## config.mk

```make
export PLATFORM = sky130hd
export DESIGN_NAME = mat_vec_mult_param_flat
export DESIGN_NICKNAME = d
export VERILOG_FILES = /design/src/rtl/mat_vec_mult_param_if.sv /design/src/rtl/mat_vec_mult_param.sv /design/src/flat_wrapper.sv
export SDC_FILE = /design/constraint.sdc
export NUM_CORES = 2
export LEC_CHECK = 0
export CAP_MARGIN = 5
export CORE_MARGIN = 3
export CORE_UTILIZATION = 47
export DETAILED_ROUTE_END_ITERATION = 8
export PLACE_DENSITY_LB_ADDON = 0.3
export SLEW_MARGIN = 5
export SYNTH_ARGS = -nofsm -noshare
export SYNTH_HDL_FRONTEND = slang
export SYNTH_SLANG_ARGS = --single-unit
```

## constraint.sdc

```tcl
create_clock -name clk -period 41.7 [get_ports clk]
set_clock_uncertainty 0.05 [all_clocks]
set_input_delay 10.425 -clock clk [delete_from_list [all_inputs] [get_ports clk]]
set_output_delay 10.425 -clock clk [all_outputs]
set_load 0.1 [all_outputs]
```

## src/rtl/mat_vec_mult_param_if.sv

```systemverilog
// Host-side bus for mat_vec_mult_param: load path, control
// handshake and result readout.
interface mat_vec_mult_param_if #(
  parameter int ROWS       = 8,
  parameter int DATA_WIDTH = 8,
  parameter int ACC_WIDTH  = 3*DATA_WIDTH
) ();
  logic                      clr;
  logic [ROWS-1:0]           a_wren;
  logic [DATA_WIDTH-1:0]     a_fifo_in;
  logic                      b_wren;
  logic [DATA_WIDTH-1:0]     b_fifo_in;
  logic [ROWS-1:0]           a_full;
  logic                      b_full;
  logic                      start;
  logic                      busy;
  logic                      done;
  logic [ROWS*ACC_WIDTH-1:0] out;

  modport master (
    output clr, a_wren, a_fifo_in,
    output b_wren, b_fifo_in, start,
    input  a_full, b_full, busy, done, out
  );

  modport slave (
    input  clr, a_wren, a_fifo_in,
    input  b_wren, b_fifo_in, start,
    output a_full, b_full, busy, done, out
  );
endinterface

```

## src/rtl/mat_vec_mult_param.sv

```systemverilog
// ROWS x COLS matrix-vector multiplier: one FIFO per matrix row,
// one shared vector FIFO broadcast to ROWS MAC lanes.
module mat_vec_mult_param #(
  parameter int ROWS       = 8,
  parameter int COLS       = 8,
  parameter int DATA_WIDTH = 8,
  parameter int ACC_WIDTH  = 3*DATA_WIDTH,
  parameter bit SIGNED     = 1'b0
) (
  input  logic                clk,
  input  logic                rst,
  mat_vec_mult_param_if.slave bus
);
  localparam int CW = $clog2(COLS+1);
  localparam int KW = $clog2(COLS);
  localparam int PW = 2*DATA_WIDTH;
  localparam int XW = (ACC_WIDTH > PW) ? ACC_WIDTH : PW;
  localparam logic [CW-1:0] FULL_CNT = CW'(COLS);
  localparam logic [KW-1:0] K_LAST   = KW'(COLS-1);

  typedef enum logic [1:0] {
    IDLE,
    COMPUTE,
    DONE
  } state_t;

  state_t state_q, state_d;

  logic [KW-1:0] k_q, k_d;
  logic          accept;
  logic          last;
  logic          idle_wr;
  logic          all_full;

  logic [CW-1:0]         a_cnt_q [ROWS];
  logic [CW-1:0]         b_cnt_q;
  logic [DATA_WIDTH-1:0] a_mem_q [ROWS][COLS];
  logic [DATA_WIDTH-1:0] b_mem_q [COLS];

  logic [ROWS-1:0]       a_wr;
  logic [ROWS-1:0]       a_full_w;
  logic                  b_wr;
  logic                  b_full_w;
  logic [DATA_WIDTH-1:0] b_el;
  logic [XW-1:0]         prod [ROWS];

  logic [ACC_WIDTH-1:0]      acc_q [ROWS];
  logic [ROWS*ACC_WIDTH-1:0] out_q;
  logic                      done_q;

  // The FIFOs are read in lock-step from a shared pointer k, so
  // occupancy is COLS-k during COMPUTE and only k==0 reads as full.
  assign last     = (state_q == COMPUTE) && (k_q == K_LAST);
  assign idle_wr  = (state_q == IDLE) && !bus.clr;
  assign b_full_w = (b_cnt_q == FULL_CNT) &&
                    (state_q != COMPUTE || k_q == '0);
  assign b_wr     = idle_wr && bus.b_wren && !b_full_w;
  assign b_el     = b_mem_q[k_q];
  assign all_full = (&a_full_w) && b_full_w;

  for (genvar r = 0; r < ROWS; r++) begin : g_row
    logic [DATA_WIDTH-1:0] a_el;
    assign a_el = a_mem_q[r][k_q];
    assign a_full_w[r] = (a_cnt_q[r] == FULL_CNT) &&
                         (state_q != COMPUTE || k_q == '0);
    assign a_wr[r] = idle_wr && bus.a_wren[r] && !a_full_w[r];
    if (SIGNED) begin : g_s
      assign prod[r] = XW'($signed(a_el)) * XW'($signed(b_el));
    end else begin : g_u
      assign prod[r] = XW'(a_el) * XW'(b_el);
    end
  end

  assign bus.a_full = a_full_w;
  assign bus.b_full = b_full_w;
  assign bus.busy   = (state_q == COMPUTE);
  assign bus.done   = done_q;
  assign bus.out    = out_q;

  // State and column pointer registers.
  always_ff @(posedge clk or posedge rst) begin
    if (rst) begin
      state_q <= IDLE;
      k_q     <= '0;
    end else begin
      state_q <= state_d;
      k_q     <= k_d;
    end
  end

  // Next state; clr overrides everything and returns to IDLE.
  always_comb begin
    state_d = state_q;
    k_d     = k_q;
    accept  = 1'b0;
    unique case (state_q)
      IDLE: begin
        if (bus.start && all_full) begin
          state_d = COMPUTE;
          k_d     = '0;
          accept  = 1'b1;
        end
      end
      COMPUTE: begin
        k_d = k_q + KW'(1);
        if (k_q == K_LAST) begin
          state_d = DONE;
          k_d     = '0;
        end
      end
      DONE: begin
        state_d = IDLE;
      end
      default: begin
        state_d = IDLE;
        k_d     = '0;
      end
    endcase
    if (bus.clr) begin
      state_d = IDLE;
      k_d     = '0;
      accept  = 1'b0;
    end
  end

  // FIFO occupancy: grows on IDLE writes, empties after the last pop.
  always_ff @(posedge clk or posedge rst) begin
    if (rst) begin
      for (int r = 0; r < ROWS; r++) a_cnt_q[r] <= '0;
      b_cnt_q <= '0;
    end else if (bus.clr || last) begin
      for (int r = 0; r < ROWS; r++) a_cnt_q[r] <= '0;
      b_cnt_q <= '0;
    end else begin
      for (int r = 0; r < ROWS; r++) begin
        if (a_wr[r]) a_cnt_q[r] <= a_cnt_q[r] + CW'(1);
      end
      if (b_wr) b_cnt_q <= b_cnt_q + CW'(1);
    end
  end

  // FIFO storage; contents are don't-care while the count is zero.
  always_ff @(posedge clk) begin
    for (int r = 0; r < ROWS; r++) begin
      if (a_wr[r]) a_mem_q[r][a_cnt_q[r][KW-1:0]] <= bus.a_fifo_in;
    end
    if (b_wr) b_mem_q[b_cnt_q[KW-1:0]] <= bus.b_fifo_in;
  end

  // MAC lanes: zeroed on start, one product per COMPUTE cycle.
  always_ff @(posedge clk or posedge rst) begin
    if (rst) begin
      for (int r = 0; r < ROWS; r++) acc_q[r] <= '0;
    end else if (bus.clr || accept) begin
      for (int r = 0; r < ROWS; r++) acc_q[r] <= '0;
    end else if (state_q == COMPUTE) begin
      for (int r = 0; r < ROWS; r++) begin
        acc_q[r] <= acc_q[r] + ACC_WIDTH'(prod[r]);
      end
    end
  end

  // Result register and done pulse, both loaded leaving DONE.
  always_ff @(posedge clk or posedge rst) begin
    if (rst) begin
      out_q  <= '0;
      done_q <= 1'b0;
    end else if (bus.clr) begin
      out_q  <= '0;
      done_q <= 1'b0;
    end else begin
      done_q <= (state_q == DONE);
      if (state_q == DONE) begin
        for (int r = 0; r < ROWS; r++) begin
          out_q[r*ACC_WIDTH +: ACC_WIDTH] <= acc_q[r];
        end
      end
    end
  end
endmodule

```

## src/flat_wrapper.sv

```systemverilog
// flat-port wrapper written by rule: the top's interface ports become plain ports
module mat_vec_mult_param_flat 
#(
  parameter int ROWS       = 8,
  parameter int COLS       = 8,
  parameter int DATA_WIDTH = 8,
  parameter int ACC_WIDTH  = 3*DATA_WIDTH,
  parameter bit SIGNED     = 1'b0
)
  (clk, rst, bus_clr, bus_a_wren, bus_a_fifo_in, bus_b_wren, bus_b_fifo_in, bus_start, bus_a_full, bus_b_full, bus_busy, bus_done, bus_out);
  mat_vec_mult_param_if #(.ROWS(ROWS), .DATA_WIDTH(DATA_WIDTH), .ACC_WIDTH(ACC_WIDTH)) bus_i ();
  input  logic clk;
  input  logic rst;
  input wire logic [$bits(bus_i.clr)-1:0] bus_clr;
  input wire logic [$bits(bus_i.a_wren)-1:0] bus_a_wren;
  input wire logic [$bits(bus_i.a_fifo_in)-1:0] bus_a_fifo_in;
  input wire logic [$bits(bus_i.b_wren)-1:0] bus_b_wren;
  input wire logic [$bits(bus_i.b_fifo_in)-1:0] bus_b_fifo_in;
  input wire logic [$bits(bus_i.start)-1:0] bus_start;
  output wire logic [$bits(bus_i.a_full)-1:0] bus_a_full;
  output wire logic [$bits(bus_i.b_full)-1:0] bus_b_full;
  output wire logic [$bits(bus_i.busy)-1:0] bus_busy;
  output wire logic [$bits(bus_i.done)-1:0] bus_done;
  output wire logic [$bits(bus_i.out)-1:0] bus_out;
  assign bus_i.clr = bus_clr;
  assign bus_i.a_wren = bus_a_wren;
  assign bus_i.a_fifo_in = bus_a_fifo_in;
  assign bus_i.b_wren = bus_b_wren;
  assign bus_i.b_fifo_in = bus_b_fifo_in;
  assign bus_i.start = bus_start;
  assign bus_a_full = bus_i.a_full;
  assign bus_b_full = bus_i.b_full;
  assign bus_busy = bus_i.busy;
  assign bus_done = bus_i.done;
  assign bus_out = bus_i.out;
  mat_vec_mult_param #(.ROWS(ROWS), .COLS(COLS), .DATA_WIDTH(DATA_WIDTH), .ACC_WIDTH(ACC_WIDTH), .SIGNED(SIGNED)) u_core (.clk(clk), .rst(rst), .bus(bus_i));
endmodule
```

==> summary.log <==
[timing] worst relative slew slack 0.1416
[clocking] cts hold-fix bufs 0
[routing] number of design rule violations left after detail routing 0
[min_path] worst min-delay path class reg -> reg
[critical_path] critical register-to-register path startpoint u_core.k_q[0]
[placed_design] # port buffers 231
[floorplanning] boundary pin count 232
[finish] count of filler cells inserted in the layout 10590
[logic_synthesis] post-synthesis instance area 60360 µm²
[routing] average wire per cell in the routed design 20.82 µm
[clocking] Resize count post-CTS 0
[critical_path] worst-case register-to-register setup slack 33.42 ns
[routing] total via count after detailed routing 39610
[global_routing] remaining global-route overflow 0
[routing] total wirelength of the detailed-routed design 149.2 mm
[clocking] post-CTS setup-driven buffer insertion count 0
[global_routing] wire length of the first global-routing pass 233.2 mm
[logic_synthesis] number of register bits inferred by synthesis 1002
[critical_path] Crit path arrival time 4.46 ns
[finish] Multi-input gate area 28530 µm²
[clocking] TritonCTS clock tree yes
[timing] pin slew with the least headroom to its limit 1.252 ns
[floorplanning] full die area 132800 µm²
[global_routing] maximum number of pins on one net before global-route repair 193
[routing] Vias/cell 5.528
[min_path] startpoint of the tightest hold check path u_core.acc_q[45]
[power_and_ir_drop] Cell Pwr Density 35.60 nW/µm²
[logic_synthesis] number of different library cells in the post-synthesis netlist 75
[finish] area delta synth->final 12.78%
[outcome] outcome finished clean
[timing] final worst setup slack 26.76 ns
[placed_design] final weighted congestion of routability-driven global placement 0.8756
[routing] first-iteration detailed-routing DRC count 3282
[critical_path] startpoint of the worst setup timing path u_core.state_q[1]
[global_routing] initial antenna violation count 4
[clocking] number of sinks on the clock net 1002
[floorplanning] Die Height 364.4 µm
[clocking] CTS Root Cell clkbuf_16
[placed_design] Setup WS pre-CTS 27.40 ns
[finish] fraction of layout instances using a drive strength above 1 0.09163
[floorplanning] initial standard-cell utilization of the core 0.4770
[critical_path] required time reported for the critical path endpoint 31.23 ns
[logic_synthesis] total nets after synthesis 5999
[logic_synthesis] number of instances in the synthesized netlist 5221
[global_routing] Global Route Usage Sum 0.2271
[routing] detailed-routing iteration count for the pre-antenna-repair pass 6
[power_and_ir_drop] Total Power Consumption 2423 µW
[critical_path] Worst Setup Path Type reg -> out
[clocking] clock edge transition at the registers on the reported setup and hold paths 0.06 ns
[job] max-cap violation count 0
[critical_path] Critical Path Fanout Max 62
[floorplanning] area of the core region 126500 µm²
[logic_synthesis] per-instance average area after synthesis 11.56 µm²
[timing] count of final hold-check violations 0
[power_and_ir_drop] standby leakage power 0.02955 µW
[floorplanning] number of standard-cell rows in the floorplan 130
[floorplanning] Die X-Extent 364.4 µm
[timing] Setup TNS 0 ns
[critical_path] startpoint kind of the worst setup timing path flip-flop
[timing] Period minus WS final 14.94 ns
[logic_synthesis] total of warnings raised by yosys 0
[logic_synthesis] part of the Yosys area used for sequential elements 0.4632
[finish] sequential cell area in the final layout 27960 µm²
[timing] final setup violating endpoints 0
[routing] post-detailed-route count of antenna-violating nets 0
[finish] count of nets after finishing 6203
[clocking] Max Buffers Root-to-Sink 3
[global_routing] vias in the first global route 39490
[placed_design] DP HPWL 102.2 mm
[clocking] worst-skew pair later-pin latency 0.72 ns
[timing] count of final max-slew check failures 0
[logic_synthesis] async set or reset register ratio after synthesis 0.4251
[logic_synthesis] most instantiated flip-flop cell in the synthesis netlist edfxtp_1
[timing] period utilisation layout 0.3583
[timing] upper clock frequency limit 0.06694 GHz
[clocking] number of buffers created by CTS 104
[clocking] maximum level of the CTS H-tree 3
[power_and_ir_drop] Worst IR Drop VDD 0.03889 mV
[logic_synthesis] number of enable-type register cells in the synthesized netlist 576
[timing] RSZ-0062 raised after global routing false
[critical_path] sort of element at the end of the critical path primary output
-- per-layer routing --
layer | routed length [µm] | global-route usage | share of wire | up-vias
met4 | 3766 | 0.06342 | 0.025 | 0
li1 | - | - | - | 18170
met5 | 0 | 0 | 0 | -
met2 | 65370 | 0.3395 | 0.44 | 1370
met1 | 67470 | 0.3360 | 0.45 | 19850
met3 | 12560 | 0.04907 | 0.084 | 225
-- area by class of cell --
cell class,instances,share of cell area
clock inverter,52,0.009796
inverter,831,0.04598
sequential,1002,0.4108
multi-input combinational,3181,0.4190
tap,1650,0.03033
antenna,4,0.0001470
clock buffer,140,0.04212
timing repair buffer,305,0.04183
-- stage by stage --
step / cells / area [µm²] / util / hold slack (ns)
after detailed placement: 6968 / 64520 / 0.5098 / 0.4332
final: 7165 / 68080 / 0.5380 / 0.4458
after global placement: 6968 / 64520 / 0.5098 / 0.4263
after CTS: 7160 / 68050 / 0.5378 / 0.4467
after global routing: 7162 / 68070 / 0.5379 / 0.4519
after floorplan: 5221 / 60360 / - / 0.4033
-- synthesized netlist by cell type (29+ instances only) --
cell type  instances  area share
a211oi_1          46      0.0057
a21oi_1          234       0.019
a22o_1           216       0.031
and3_1            30      0.0031
clkbuf_1         136      0.0085
dfrtp_1          426        0.18
edfxtp_1         576        0.29
fa_1             400        0.13
ha_1             349       0.072
inv_1            829       0.052
mux2i_1           49      0.0081
mux4_2           144       0.054
nand2_1          512       0.032
nand2b_1          29      0.0030
nand3_1           50      0.0041
nor2_1           455       0.028
nor3_1            54      0.0045
o21ai_0          127       0.011
or2_2             74      0.0077
xnor2_1           66      0.0096
xor2_1            47      0.0068
-- critical path, cell delays in order, from the launching register on --
cell and delay, ns:
dfrtp_1 0.48, nand2b_4 0.72, inv_4 0.39, nand2_1 0.60
nand2b_1 0.20, inv_1 0.18, clkdlybuf4s50_1 1.16
-- layout by cell type (no fill, tap or decap), types with 14 or more instances in the layout --
cell type / n
mux4_2: 144
nor3_1: 51
a21oi_1: 233
edfxtp_1: 576
nand2b_1: 28
ha_1: 349
buf_4: 72
a31oi_1: 19
nand3_1: 50
clkbuf_16: 104
o21ai_0: 127
dfrtp_1: 424
xnor2_1: 66
clkdlybuf4s50_1: 222
xor2_1: 47
nand2_1: 508
or3_1: 25
o21a_1: 22
o211ai_1: 25
mux2i_1: 46
clkinv_2: 16
clkbuf_1: 23
a21o_1: 28
and2_1: 24
or2_2: 74
a211oi_1: 46
a22o_1: 216
nor2_1: 453
and3_1: 29
nor4_1: 14
fa_1: 400
inv_1: 828
-- power by group --
group | internal, µW | switching, µW | total, µW
logic | 158 | 249 | 407
clock network | 550 | 407 | 957
registers | 1060 | 3.21 | 1060
total | 1760 | 660 | 2420
-- sequential cells by signal, summed over array words and instances, names as in the netlist --
name             cells
u_core.b_mem_q      64
u_core.acc_q       192
u_core.bus.done      1
u_core.k_q           3
u_core.a_mem_q     512
u_core.state_q       2
u_core.bus.out     192
u_core.b_cnt_q       4
u_core.a_cnt_q      32
-- worst paths after layout --
kind                                             to  cells after the start
worst max-delay path                  bus_a_full[3]                      6
worst min-delay path            u_core.bus.out[165]                      1
max in group asynchronous         u_core.acc_q[115]                      4
min in group asynchronous       u_core.bus.out[149]                      2
worst max register to register    u_core.acc_q[164]                     19
worst min register to register  u_core.bus.out[165]                      1
-- kinds of logic after synthesis --
logic type / Yosys count / share of synthesized area
simple gates: 1330 / 0.09682
buf+inv: 1038 / 0.06677
flops: 1002 / 0.4632
compound gates: 796 / 0.09000
fa+ha+maj: 749 / 0.2050
mux: 193 / 0.06185
xor+xnor: 113 / 0.01640
No activity file was read; power rests on OpenSTA's default activity.
